## src/rtl/store_data_aligner_if.sv

```systemverilog
// ----------------------------------------------------------------------------
// store_data_aligner_if
//    Bundles the store-request side and the memory write-beat side of the
//    store-path aligner.
//
//    Parameters
//       DATA_W  beat width in bits (32 or 64)
//       ADDR_W  byte address width
//
//    Signals
//       req_valid / req_ready   store request handshake
//       req_addr                byte address of the store
//       req_data                right-justified store data
//       req_size                0 byte, 1 half, 2 word, 3 dword
//       mem_valid / mem_ready   write beat handshake
//       mem_addr                beat address, low offset bits zero
//       mem_wdata               lane-aligned write data
//       mem_wmask               byte write enables, bit i = lane i
//       mem_last                final beat of the current store
//
//    Modports
//       master  store issuer + memory port (drives requests, consumes beats)
//       slave   the aligner itself
// ----------------------------------------------------------------------------
interface store_data_aligner_if #(
   parameter int DATA_W = 32,
   parameter int ADDR_W = 32
);
   localparam int NB = DATA_W / 8;

   logic              req_valid;
   logic              req_ready;
   logic [ADDR_W-1:0] req_addr;
   logic [DATA_W-1:0] req_data;
   logic [1:0]        req_size;

   logic              mem_valid;
   logic              mem_ready;
   logic [ADDR_W-1:0] mem_addr;
   logic [DATA_W-1:0] mem_wdata;
   logic [NB-1:0]     mem_wmask;
   logic              mem_last;

   modport master (
      output req_valid, req_addr, req_data, req_size, mem_ready,
      input  req_ready, mem_valid, mem_addr, mem_wdata, mem_wmask, mem_last
   );

   modport slave (
      input  req_valid, req_addr, req_data, req_size, mem_ready,
      output req_ready, mem_valid, mem_addr, mem_wdata, mem_wmask, mem_last
   );
endinterface

```

## src/rtl/store_data_aligner.sv

```systemverilog
// ----------------------------------------------------------------------------
// store_data_aligner
//    Store-path byte-lane aligner for the memory stage. Accepts a store
//    (address, right-justified data, size) and emits DATA_W-wide write beats
//    with lane-shifted data and a byte write mask. Stores that cross a DATA_W
//    boundary are split into two beats (SPLIT_MISALIGNED=1) or rejected with a
//    one-cycle misalign_err pulse (SPLIT_MISALIGNED=0). Illegal sizes are
//    always rejected. All beat outputs are registered.
//
//    Parameters
//       DATA_W            beat width, 32 or 64
//       ADDR_W            address width
//       SPLIT_MISALIGNED  1: split boundary-crossing stores, 0: reject them
//
//    Ports
//       clk           clock, rising edge
//       rst_n         asynchronous active-low reset
//       bus           store_data_aligner_if.slave (request + beat handshakes)
//       misalign_err  one-cycle pulse for an accepted but rejected store
//       busy          high whenever the FSM is not idle
//
//    State  | Meaning
//    -------+---------------------------------------------------------------
//    IDLE   | no beat pending, ready for a request
//    SEND0  | first (or only) beat presented on mem_*
//    SEND1  | second beat of a split store presented on mem_*
//    ERR    | rejected store, misalign_err high for this one cycle
// ----------------------------------------------------------------------------
module store_data_aligner #(
   parameter int DATA_W           = 32,
   parameter int ADDR_W           = 32,
   parameter int SPLIT_MISALIGNED = 1
) (
   input  logic                  clk,
   input  logic                  rst_n,
   store_data_aligner_if.slave   bus,
   output logic                  misalign_err,
   output logic                  busy
);

   localparam int NB    = DATA_W / 8;
   localparam int OFS_W = $clog2(NB);

   localparam logic [1:0] S_IDLE  = 2'd0;
   localparam logic [1:0] S_SEND0 = 2'd1;
   localparam logic [1:0] S_SEND1 = 2'd2;
   localparam logic [1:0] S_ERR   = 2'd3;

   logic [1:0]          state;
   logic [1:0]          next_state;

   logic [ADDR_W-1:0]   addr_q;
   logic [DATA_W-1:0]   wdata_q;
   logic [NB-1:0]       wmask_q;
   logic                last_q;
   logic [DATA_W-1:0]   hi_data_q;
   logic [NB-1:0]       hi_mask_q;
   logic                split_q;

   logic [OFS_W-1:0]    off;
   logic [NB-1:0]       lane_en;
   logic [DATA_W-1:0]   data_trunc;
   logic [2*DATA_W-1:0] data2;
   logic [2*NB-1:0]     mask2;
   logic                split_in;
   logic                size_bad;
   logic                reject;
   logic [ADDR_W-1:0]   beat0_addr;

   logic                req_ready_c;
   logic                accept;
   logic                load_new;
   logic                load_hi;

   // ------------------------------------------------------------------
   // Request alignment: bytes of the store are placed into a double-wide
   // window; the low half is beat 0, the high half is the spill-over beat.
   // ------------------------------------------------------------------
   always_comb begin
      off = bus.req_addr[OFS_W-1:0];

      lane_en = '0;
      case (bus.req_size)
         2'd0:    lane_en = NB'(1);
         2'd1:    lane_en = NB'(3);
         2'd2:    lane_en = NB'(15);
         default: lane_en = NB'(255);
      endcase

      // bytes above the store size never reach the write data
      data_trunc = '0;
      for (int i = 0; i < NB; i++) begin
         data_trunc[8*i +: 8] = lane_en[i] ? bus.req_data[8*i +: 8] : 8'h00;
      end

      data2    = {{DATA_W{1'b0}}, data_trunc} << {off, 3'b000};
      mask2    = {{NB{1'b0}}, lane_en} << off;
      split_in = |mask2[2*NB-1:NB];

      // a dword only fits when the beat is 64 bits wide
      size_bad = (bus.req_size == 2'd3) && (DATA_W < 64);
      reject   = size_bad || (split_in && (SPLIT_MISALIGNED == 0));

      beat0_addr = {bus.req_addr[ADDR_W-1:OFS_W], {OFS_W{1'b0}}};
   end

   // ------------------------------------------------------------------
   // Next state. A request may be accepted on the same cycle the final
   // beat of the previous store hands off, so aligned stores stream at
   // one per cycle.
   // ------------------------------------------------------------------
   always_comb begin
      next_state  = state;
      req_ready_c = 1'b0;
      load_new    = 1'b0;
      load_hi     = 1'b0;

      case (state)
         S_IDLE: begin
            req_ready_c = 1'b1;
         end
         S_SEND0: begin
            if (bus.mem_ready) begin
               if (split_q) begin
                  load_hi    = 1'b1;
                  next_state = S_SEND1;
               end else begin
                  req_ready_c = 1'b1;
                  next_state  = S_IDLE;
               end
            end
         end
         S_SEND1: begin
            if (bus.mem_ready) begin
               req_ready_c = 1'b1;
               next_state  = S_IDLE;
            end
         end
         default: begin
            next_state = S_IDLE;
         end
      endcase

      accept = bus.req_valid && req_ready_c;
      if (accept) begin
         if (reject) begin
            next_state = S_ERR;
         end else begin
            next_state = S_SEND0;
            load_new   = 1'b1;
         end
      end
   end

   // ------------------------------------------------------------------
   // State and beat registers. Reset also drops any stashed second beat.
   // ------------------------------------------------------------------
   always_ff @(posedge clk or negedge rst_n) begin
      if (!rst_n) begin
         state     <= S_IDLE;
         addr_q    <= '0;
         wdata_q   <= '0;
         wmask_q   <= '0;
         last_q    <= 1'b0;
         hi_data_q <= '0;
         hi_mask_q <= '0;
         split_q   <= 1'b0;
      end else begin
         state <= next_state;
         if (load_new) begin
            addr_q    <= beat0_addr;
            wdata_q   <= data2[DATA_W-1:0];
            wmask_q   <= mask2[NB-1:0];
            last_q    <= !split_in;
            hi_data_q <= data2[2*DATA_W-1:DATA_W];
            hi_mask_q <= mask2[2*NB-1:NB];
            split_q   <= split_in;
         end else if (load_hi) begin
            // wraps modulo 2^ADDR_W at the top of the address space
            addr_q    <= addr_q + ADDR_W'(NB);
            wdata_q   <= hi_data_q;
            wmask_q   <= hi_mask_q;
            last_q    <= 1'b1;
            split_q   <= 1'b0;
         end
      end
   end

   assign bus.req_ready = req_ready_c;
   assign bus.mem_valid = (state == S_SEND0) || (state == S_SEND1);
   assign bus.mem_addr  = addr_q;
   assign bus.mem_wdata = wdata_q;
   assign bus.mem_wmask = wmask_q;
   assign bus.mem_last  = last_q;
   assign misalign_err  = (state == S_ERR);
   assign busy          = (state != S_IDLE);

endmodule

```

## src/flat_wrapper.sv

```systemverilog
// flat-port wrapper written by rule: the top's interface ports become plain ports
module store_data_aligner_flat 
#(
   parameter int DATA_W           = 32,
   parameter int ADDR_W           = 32,
   parameter int SPLIT_MISALIGNED = 1
)
  (clk, rst_n, misalign_err, busy, bus_req_valid, bus_req_addr, bus_req_data, bus_req_size, bus_mem_ready, bus_req_ready, bus_mem_valid, bus_mem_addr, bus_mem_wdata, bus_mem_wmask, bus_mem_last);
  store_data_aligner_if #(.DATA_W(DATA_W), .ADDR_W(ADDR_W)) bus_i ();
  input  logic clk;
  input  logic rst_n;
  output logic misalign_err;
  output logic busy;
  input wire logic [$bits(bus_i.req_valid)-1:0] bus_req_valid;
  input wire logic [$bits(bus_i.req_addr)-1:0] bus_req_addr;
  input wire logic [$bits(bus_i.req_data)-1:0] bus_req_data;
  input wire logic [$bits(bus_i.req_size)-1:0] bus_req_size;
  input wire logic [$bits(bus_i.mem_ready)-1:0] bus_mem_ready;
  output wire logic [$bits(bus_i.req_ready)-1:0] bus_req_ready;
  output wire logic [$bits(bus_i.mem_valid)-1:0] bus_mem_valid;
  output wire logic [$bits(bus_i.mem_addr)-1:0] bus_mem_addr;
  output wire logic [$bits(bus_i.mem_wdata)-1:0] bus_mem_wdata;
  output wire logic [$bits(bus_i.mem_wmask)-1:0] bus_mem_wmask;
  output wire logic [$bits(bus_i.mem_last)-1:0] bus_mem_last;
  assign bus_i.req_valid = bus_req_valid;
  assign bus_i.req_addr = bus_req_addr;
  assign bus_i.req_data = bus_req_data;
  assign bus_i.req_size = bus_req_size;
  assign bus_i.mem_ready = bus_mem_ready;
  assign bus_req_ready = bus_i.req_ready;
  assign bus_mem_valid = bus_i.mem_valid;
  assign bus_mem_addr = bus_i.mem_addr;
  assign bus_mem_wdata = bus_i.mem_wdata;
  assign bus_mem_wmask = bus_i.mem_wmask;
  assign bus_mem_last = bus_i.mem_last;
  store_data_aligner #(.DATA_W(DATA_W), .ADDR_W(ADDR_W), .SPLIT_MISALIGNED(SPLIT_MISALIGNED)) u_core (.clk(clk), .rst_n(rst_n), .bus(bus_i), .misalign_err(misalign_err), .busy(busy));
endmodule
```

## config.mk

```make
export PLATFORM = sky130hd
export DESIGN_NAME = store_data_aligner_flat
export DESIGN_NICKNAME = d
export VERILOG_FILES = /design/src/rtl/store_data_aligner_if.sv /design/src/rtl/store_data_aligner.sv /design/src/flat_wrapper.sv
export SDC_FILE = /design/constraint.sdc
export NUM_CORES = 1
export LEC_CHECK = 0
export ABC_AREA = 1
export CELL_PAD_IN_SITES_DETAIL_PLACEMENT = 0
export CELL_PAD_IN_SITES_GLOBAL_PLACEMENT = 1
export CORE_MARGIN = 5
export CORE_UTILIZATION = 38
export CTS_CLUSTER_SIZE = 12
export DETAILED_ROUTE_END_ITERATION = 6
export HOLD_SLACK_MARGIN = 0.08
export MAX_ROUTING_LAYER = met4
export PLACE_DENSITY = 0.89
export RECOVER_POWER = 100
export SYNTH_ARGS = -nofsm -noshare
export SYNTH_HDL_FRONTEND = slang
export SYNTH_SLANG_ARGS = --single-unit
```

## constraint.sdc

```tcl
create_clock -name clk -period 3.6 [get_ports clk]
set_input_delay 0.9 -clock clk [delete_from_list [all_inputs] [get_ports clk]]
set_output_delay 0.9 -clock clk [all_outputs]
set_load 0.005 [all_outputs]
```

==> results of run 1 <==
## cell families after synthesis
family | after synthesis | synth area share, %
xor+xnor | 11 | 1.67
flops | 97 | 42.1
compound gates | 107 | 11.3
simple gates | 474 | 35.1
buf+inv | 111 | 8.60
other cells | 1 | 0.0651
fa+ha+maj | 5 | 1.09
## routing by layer
metal / wire, um / GRT usage, % / vias to the layer above
li1: - / - / 2851
met2: 8470 / 34.4 / 224
met3: 1190 / 3.29 / 32
met4: 521 / 7.83 / 0
met5: 0 / - / -
met1: 8240 / 28.8 / 2663
## per-stage QoR
step | power (mW) | cells
after global routing | 5.19 | 1118
after floorplan | 2.96 | 807
after CTS | 5.00 | 1118
final | 4.80 | 1118
after detailed placement | 4.05 | 1103
after global placement | 4.00 | 1103
## tightest hold or removal path, stage by stage (launching register included)
cell	delay (ns)
dfrtp_1	0.33
nand2_1	0.06
nand2_1	0.06
## power by group
| group | switching, mW | internal [mW] |
|---|---|---|
| sequential | 0.347 | 1.50 |
| combinational | 1.10 | 0.914 |
| clock | 0.452 | 0.488 |
## how the worst min path moves through the flow
stage	startpoint	end	slack, ns	depth (start not counted)
after detailed placement	u_core.hi_data_q[16]	u_core.hi_data_q[16]	0.46	2
after global routing	u_core.hi_data_q[15]	u_core.hi_data_q[15]	0.49	2
after floorplan	u_core.hi_data_q[16]	u_core.hi_data_q[16]	0.44	2
after global placement	u_core.hi_data_q[23]	u_core.hi_data_q[23]	0.46	2
final	u_core.hi_data_q[16]	u_core.hi_data_q[16]	0.48	2
after CTS	u_core.hi_data_q[16]	u_core.hi_data_q[16]	0.48	2
## cell type report
class	instances	area [um2]
Fill cell	1502	7520
Clock inverter	5	37.5
Tap cell	188	235
Multi-Input combinational cell	599	2810
Sequential cell	97	2430
Inverter	68	255
Timing Repair Buffer	151	1500
Clock buffer	10	239
## synthesized netlist by cell type (2+ instances only)
| library cell | count | area (um2) |
|---|---|---|
| o21ai_1 | 11 | 55.1 |
| buf_6 | 4 | 45.0 |
| inv_2 | 13 | 48.8 |
| clkbuf_1 | 13 | 48.8 |
| o21ai_0 | 40 | 200 |
| a21oi_1 | 11 | 55.1 |
| nor2_1 | 43 | 161 |
| a21oi_2 | 3 | 26.3 |
| nand4_1 | 8 | 50.1 |
| buf_4 | 7 | 52.6 |
| and2_1 | 3 | 18.8 |
| xor2_1 | 10 | 87.6 |
| ha_1 | 5 | 62.6 |
| nand2_2 | 4 | 25.0 |
| dfrtp_1 | 97 | 2430 |
| buf_2 | 18 | 90.1 |
| nor2_2 | 7 | 43.8 |
| nand3_1 | 99 | 495 |
| nor2_8 | 2 | 40.0 |
| inv_1 | 54 | 203 |
| nand2_1 | 305 | 1140 |
| o31ai_1 | 9 | 67.6 |
| o211ai_1 | 32 | 240 |
## sequential cells by signal, indices dropped and copies added (netlist names)
| register | flops |
|---|---|
| u_core.hi_mask_q | 3 |
| u_core.bus.mem_wmask | 4 |
| u_core.bus.mem_wdata | 32 |
| u_core.bus.mem_addr | 30 |
| u_core.hi_data_q | 24 |
| u_core.split_q | 1 |
| u_core.state | 2 |
| u_core.bus.mem_last | 1 |
==> flow_summary.json, run 1 <==
{
  "status": "completed",
  "wl_per_cell_um": 16.5,
  "syn_area_um2": 5760,
  "synth_enable_flop_cells": 0,
  "globalplace.congestion": 0.920,
  "finalHoldViolCount": 0,
  "post_dp_cell_area_um2": 7280,
  "setup_slack_ns": 0.350,
  "grt_pass1_vias": 5854,
  "syn_inst": 806,
  "postCtsHoldBufs": 0,
  "critPathKind": "primary input to output port",
  "finalCritPeriodShare_pct": 90.3,
  "numCtsBuffers": 9,
  "drc": 0,
  "yosys_warnings": 0,
  "path_depth": 6,
  "finalCriticalPeriod_ns": 3.25,
  "crit_required_ns": 2.70,
  "setup_viol": 0,
  "synth_flop_cell": "dfrtp_1",
  "cts_root_buf": "clkbuf_16",
  "min_path_type": "register to register",
  "initial_core_util_pct": 38.3,
  "postRouteAntennaNets": 0,
  "clockBufferDepth": 2,
  "pin_count": 143,
  "r2r_slack_ns": 1.00,
  "critPathBufInv": 3,
  "synth.distinct_cells": 31,
  "die-area_um2": 17700,
  "worstRegToRegCells": 10,
  "drt_iter0_markers": 460,
  "cts_tree": "yes",
  "numClockSinks": 97,
  "synth_seq_area_share_pct": 42.1,
  "worstSetupEndpointType": "output port",
  "crit_chain": "dlygate4sd3_1, nand3_1, nand3_1, nand2_1, inv_1, clkdlybuf4s50_1",
  "worst_slew_pin_slew_ns": 1.33,
  "final_common_cell": "nand2_1",
  "path_clk_slew_ns": 0.07,
  "p_per_area_nw_per_um2": 640,
  "ctsResizeCount": 0,
  "p_leak_nw": 3.58,
  "crit_fanout": 5,
  "fin_nets": 1001,
  "std_cell_rows": 45,
  "antenna_found_initial": 0,
  "clock_latency_ns": 0.36,
  "vias_per_cell": 5.16,
  "tns_ns": 0,
  "stdcell_area_um2": 7510,
  "synth.avg_cell_area_um2": 7.15,
  "critical_path.startpoint": "bus_mem_ready",
  "crit_slowest_cell": "dlygate4sd3_1",
  "wl_um": 18400,
  "crit_top_cell": "nand3_1",
  "crit_arrival_ns": 2.35,
  "slew_headroom_pct": 11.4,
  "vias": 5770,
  "first_pass_iters": 5,
  "layout_common_cells": "305 x nand2_1, 100 x nand3_1, 97 x dfrtp_1, 71 x dlygate4sd3_1, 68 x clkdlybuf4s50_1",
  "die_h_um": 133,
  "syn2layout_area_growth_pct": 30.4,
  "fmax_mhz": 308,
  "grt_max_degree": 61,
  "crit-reg2reg-launch": "u_core.state[1]",
  "antenna_cells": 0,
  "synth_seq_cells": 97,
  "ctsHtreeMaxLevel": 3,
  "post-route-util_pct": 49.9,
  "port_buffers": 140,
  "dp_slack_ns": 0.420,
  "startpoint_type": "primary input",
  "slowest_delay_ns": 0.63,
  "die_width_um": 133,
  "critPathTopFamily": "buffers and inverters",
  "maxCapViolCount": 0,
  "holdWs_ns": 0.480,
  "core_area_um2": 15000,
  "drive_gt1_share_pct": 5.81,
  "dp_hpwl_um": 13200,
  "post-cts-setup-buffers": 0,
  "grt_pass1_wl_um": 30500,
  "slew_violations": 0,
  "r2r-end": "u_core.bus.mem_last",
  "async_reset_ff_share_pct": 100,
  "track_usage_pct": 21.8,
  "fin_skew_ns": 0.00616,
  "crit_end": "bus_req_ready",
  "ir_drop_v": 0.000263,
  "grt-ovfl-total": 0,
  "grt_setup_unrepaired": "false"
}
(Power assumes the default switching activity.)
==> inputs of run 2 (changes only) <==
--- a/config.mk
+++ b/config.mk
@@ -12,9 +12,10 @@
 export CORE_UTILIZATION = 38
 export CTS_CLUSTER_SIZE = 12
 export DETAILED_ROUTE_END_ITERATION = 6
-export HOLD_SLACK_MARGIN = 0.08
+export GPL_ROUTABILITY_DRIVEN = 1
+export HOLD_SLACK_MARGIN = 0.15
 export MAX_ROUTING_LAYER = met4
-export PLACE_DENSITY = 0.89
+export PLACE_DENSITY = 0.86
 export RECOVER_POWER = 100
 export SYNTH_ARGS = -nofsm -noshare
 export SYNTH_HDL_FRONTEND = slang
==> run 2 against run 1 <==
  * Largest power group unchanged
  * Clock-buffer cell count is 1 higher
  * Power is 0.52% lower
  * Setup slack worse by 0.030 ns
  * The run now ends with capacitance limit, slew limit left
  * Wire length fell by 1.7%
==> flow_summary.json, run 2 (synthesized netlist as in run 1, its figures left out) <==
{
  "status": "finished with violations",
  "violations": "capacitance limit, slew limit",
  "grt_setup_unrepaired": "false",
  "ir_drop_v": 0.000245,
  "slowest_delay_ns": 0.62,
  "fin_skew_ns": 0.00804,
  "p_per_area_nw_per_um2": 635,
  "worstSetupEndpointType": "output port",
  "core_area_um2": 15000,
  "worst_slew_pin_slew_ns": 1.51,
  "grt_pass1_vias": 5565,
  "grt_max_degree": 60,
  "drive_gt1_share_pct": 5.56,
  "crit_arrival_ns": 2.38,
  "layout_common_cells": "305 x nand2_1, 99 x nand3_1, 97 x dfrtp_1, 72 x dlygate4sd3_1, 67 x clkdlybuf4s50_1",
  "first_pass_iters": 5,
  "numCtsBuffers": 9,
  "holdWs_ns": 0.474,
  "fmax_mhz": 305,
  "dp_slack_ns": 0.413,
  "critPathKind": "primary input to output port",
  "startpoint_type": "primary input",
  "globalplace.congestion": 0.912,
  "setup_viol": 0,
  "grt_pass1_wl_um": 29500,
  "crit_fanout": 5,
  "crit_chain": "dlygate4sd3_1, nand3_1, nand3_2, nand2_1, inv_1, dlygate4sd3_1",
  "pin_count": 143,
  "maxCapViolCount": 1,
  "postRouteAntennaNets": 0,
  "critPathTopFamily": "buffers and inverters",
  "final_common_cell": "nand2_1",
  "critPathBufInv": 3,
  "crit_required_ns": 2.70,
  "dp_hpwl_um": 13200,
  "crit_slowest_cell": "dlygate4sd3_1",
  "tns_ns": 0,
  "post-cts-setup-buffers": 0,
  "slew_headroom_pct": -0.370,
  "path_clk_slew_ns": 0.07,
  "finalCritPeriodShare_pct": 91.1,
  "r2r_slack_ns": 0.88,
  "min_path_type": "register to register",
  "clock_latency_ns": 0.36,
  "fin_nets": 1005,
  "antenna_cells": 0,
  "vias": 5667,
  "power.total_mw": 4.78,
  "antenna_found_initial": 0,
  "die-area_um2": 17700,
  "ctsHtreeMaxLevel": 3,
  "wl_per_cell_um": 16.1,
  "die_width_um": 133,
  "drt_iter0_markers": 417,
  "p_leak_nw": 3.60,
  "clockBufferDepth": 2,
  "syn2layout_area_growth_pct": 30.7,
  "cts_root_buf": "clkbuf_16",
  "ctsResizeCount": 0,
  "drc": 0,
  "largest_reg_flops": 32,
  "setup_slack_ns": 0.320,
  "initial_core_util_pct": 38.3,
  "finalHoldViolCount": 0,
  "postCtsHoldBufs": 0,
  "numClockSinks": 97,
  "crit_top_cell": "dlygate4sd3_1",
  "grt-ovfl-total": 0,
  "die_h_um": 133,
  "slew_violations": 59,
  "finalCriticalPeriod_ns": 3.28,
  "port_buffers": 140,
  "track_usage_pct": 21.3,
  "vias_per_cell": 5.05,
  "std_cell_rows": 45,
  "wl_um": 18100,
  "cts_tree": "yes"
}
==> run 2: cell count changes in the layout (fill, tap and decap cells not counted), moves of 2 or more <==
cell / delta
inv_1: +5
clkinv_4: +2
inv_2: -5
clkbuf_1: +4
==> run 2: layer usage <==
metal  routed length, um  GRT usage [%]  part of all wire, %
met1                8350           28.3                   46
met4                 325           6.40                  1.8
met5                   0              -                    0
met3                 975           4.57                  5.4
met2                8470           32.9                   47
==> run 2: metrics by stage <==
| step | area (um2) | utilization [%] | cells |
|---|---|---|---|
| final | 7530 | 50.1 | 1123 |
| after global routing | 7530 | 50.1 | 1123 |
| after CTS | 7560 | 50.3 | 1123 |
| after detailed placement | 7280 | 48.4 | 1107 |
| after global placement | 7280 | 48.4 | 1107 |
| after floorplan | 5760 | - | 807 |
==> run 2: worst min-delay path, cell delays in order, from the launching register on <==
cell and delay [ns]:
dfrtp_1 0.32, nand2_1 0.06, nand2_1 0.06
==> run 2: final cells by class <==
| type | instances | area [um2] |
|---|---|---|
| clock buffer | 11 | 243 |
| fill | 1518 | 7510 |
| timing repair buffer | 155 | 1510 |
| tap | 188 | 235 |
| sequential | 97 | 2430 |
| multi-input combinational | 599 | 2820 |
| clock inverter | 5 | 38.8 |
| inverter | 68 | 255 |
==> run 2: path summary, 6_finish.rpt <==
check                      cells after the start                  from                        to
min reg2reg                                    2  u_core.hi_data_q[22]      u_core.hi_data_q[22]
min in group asynchronous                      1                 rst_n    u_core.bus.mem_addr[4]
min                                            2  u_core.hi_data_q[22]      u_core.hi_data_q[22]
max in group asynchronous                      2                 rst_n   u_core.bus.mem_addr[20]
max                                            6         bus_mem_ready             bus_req_ready
max reg2reg                                    9       u_core.state[1]  u_core.bus.mem_wdata[14]
==> run 2: power breakdown <==
group	internal, mW	total, mW	switching [mW]	leakage, nW
registers	1.50	1.84	0.342	1.26
clock network	0.492	0.945	0.453	0.136
logic	0.907	1.99	1.09	2.21
==> variant: new RTL, config.mk and constraints of run 1 <==
`DATA_W` is set to 32 in 3 places; all go to 16. Comments in the files are not updated.
--- a/src/rtl/store_data_aligner_if.sv
+++ b/src/rtl/store_data_aligner_if.sv
@@ -23,7 +23,7 @@
 //       slave   the aligner itself
 // ----------------------------------------------------------------------------
 interface store_data_aligner_if #(
-   parameter int DATA_W = 32,
+   parameter int DATA_W = 16,
    parameter int ADDR_W = 32
 );
    localparam int NB = DATA_W / 8;
--- a/src/rtl/store_data_aligner.sv
+++ b/src/rtl/store_data_aligner.sv
@@ -27,7 +27,7 @@
 //    ERR    | rejected store, misalign_err high for this one cycle
 // ----------------------------------------------------------------------------
 module store_data_aligner #(
-   parameter int DATA_W           = 32,
+   parameter int DATA_W           = 16,
    parameter int ADDR_W           = 32,
    parameter int SPLIT_MISALIGNED = 1
 ) (
--- a/src/flat_wrapper.sv
+++ b/src/flat_wrapper.sv
@@ -1,7 +1,7 @@
 // flat-port wrapper written by rule: the top's interface ports become plain ports
 module store_data_aligner_flat 
 #(
-   parameter int DATA_W           = 32,
+   parameter int DATA_W           = 16,
    parameter int ADDR_W           = 32,
    parameter int SPLIT_MISALIGNED = 1
 )
Ports: changed (resized bus_mem_wdata, bus_mem_wmask and bus_req_data); port bits go from 143 to 109. The function was not compared with the original's and may differ.
==> variant against run 1 <==
Routed wire length down 40%; sequential cell count down 35; final cell count shrank 31%; setup slack got worse by 80 ps; fmax down 2.4%; synthesized area is 35% lower; synthesized cell count down 34%; design area decreased by 32%; largest power group unchanged; die area shrank 33%; total power is 30% lower; largest cell class unchanged.
==> variant: results <==
[clock_network]
insertion_delay_ps = 340
numClockSinks = 62
cts_root_buffer = "clkbuf_8"
clockBufferDepth = 2

[final_layout]
buffers = 113
multi_input_area_sq_um = 1880
inverters = 52
fillers = 980
nets = 697
clkCellAreaFrac_pct = 3.72
layoutNonFillerInstCount = 775
nonClkBufAreaFrac_pct = 21.7
drive_gt1_share_pct = 5.45
clkbuf_count = 11
largest_register_ffs = 31
final_area_sq_um = 5080
sh_seq_area_pct = 30.5
multi_input_gates = 400

[global_route]
first_global_vias = 3812
grt_max_degree = 43
grt_first_pass_wirelength_microns = 18400
grt.total_usage_pct = 20.3

[placement]
post-place-ws_ps = 391
place_area_sq_um = 4920
placed_cells = 760
dp_hpwl_microns = 8140
portBuffers = 107
gp_congestion = 0.977

[timing]
fin_skew_ps = 8.89
slew_headroom_pct = 5.21
whs_ps = 473
fin_crit_sh_pct = 92.5

[synth]
seq_area_frac_synth_pct = 41.5
synth-xor-area-share_pct = 2.58
syn_area_per_cell_sq_um = 7.03
ys_top_cells_by_count = "217 x nand2_1, 62 x dfrtp_1, 53 x nand3_1"
async_flop_share_pct = 100
ys.flop_type = "dfrtp_1"
yosysUniqueCellTypes = 29
synth.area.top_cells = "dfrtp_1 41%, nand2_1 22%, nand3_1 7.1%"
synth_compound_area_share_pct = 9.20
synth_fa_ha_area_share_pct = 1.67

[route]
routedWlPerCell_microns = 14.2
vias_per_cell = 4.88
drt_iter0_drc = 133

[power]
power.share.clock_pct = 18.4
p_seq_share_pct = 38.5
netSwitchingFraction_pct = 40.1
pg_clk_uw = 618
ir_drop_mv = 0.306
p_leak_uw = 0.00239

[die]
core.rowCount = 36

[setup_path]
regToRegEndpoint = "u_core.bus.mem_addr[26]"
crit_fanout = 5
arrival_ps = 2430

[run_status]
status = "complete, no violations"

[worst_hold_path]
min_from = "u_core.bus.mem_wmask[1]"
holdPathStages = 2
worstHoldEndpoint = "u_core.bus.mem_wmask[1]"
-- variant: cell types whose count changed after synthesis, sizes merged, moves of 7 or more --
cell	run 1	this run
nand3	100	54
o21ai	51	30
dfrtp	97	62
a21oi	14	6
o211ai	32	19
nand4	9	2
clkbuf	13	2
buf	30	16
inv	67	52
o31ai	9	1
nor2	53	46
nand2	309	221
-- variant: tightest hold or removal path, delay by kind of cell, from the launching register on --
| kind | cells | cell delay (ps) |
|---|---|---|
| AND/OR/NAND/NOR | 2 | 100 |
| flip-flops | 1 | 340 |
-- variant: metal layers --
layer	up-vias	GRT usage, %	part of all wire, %
li1	1899	-	-
met5	-	-	0
met3	22	4.97	6.4
met1	1731	24.6	44
met2	133	33.6	48
met4	0	5.70	1.6
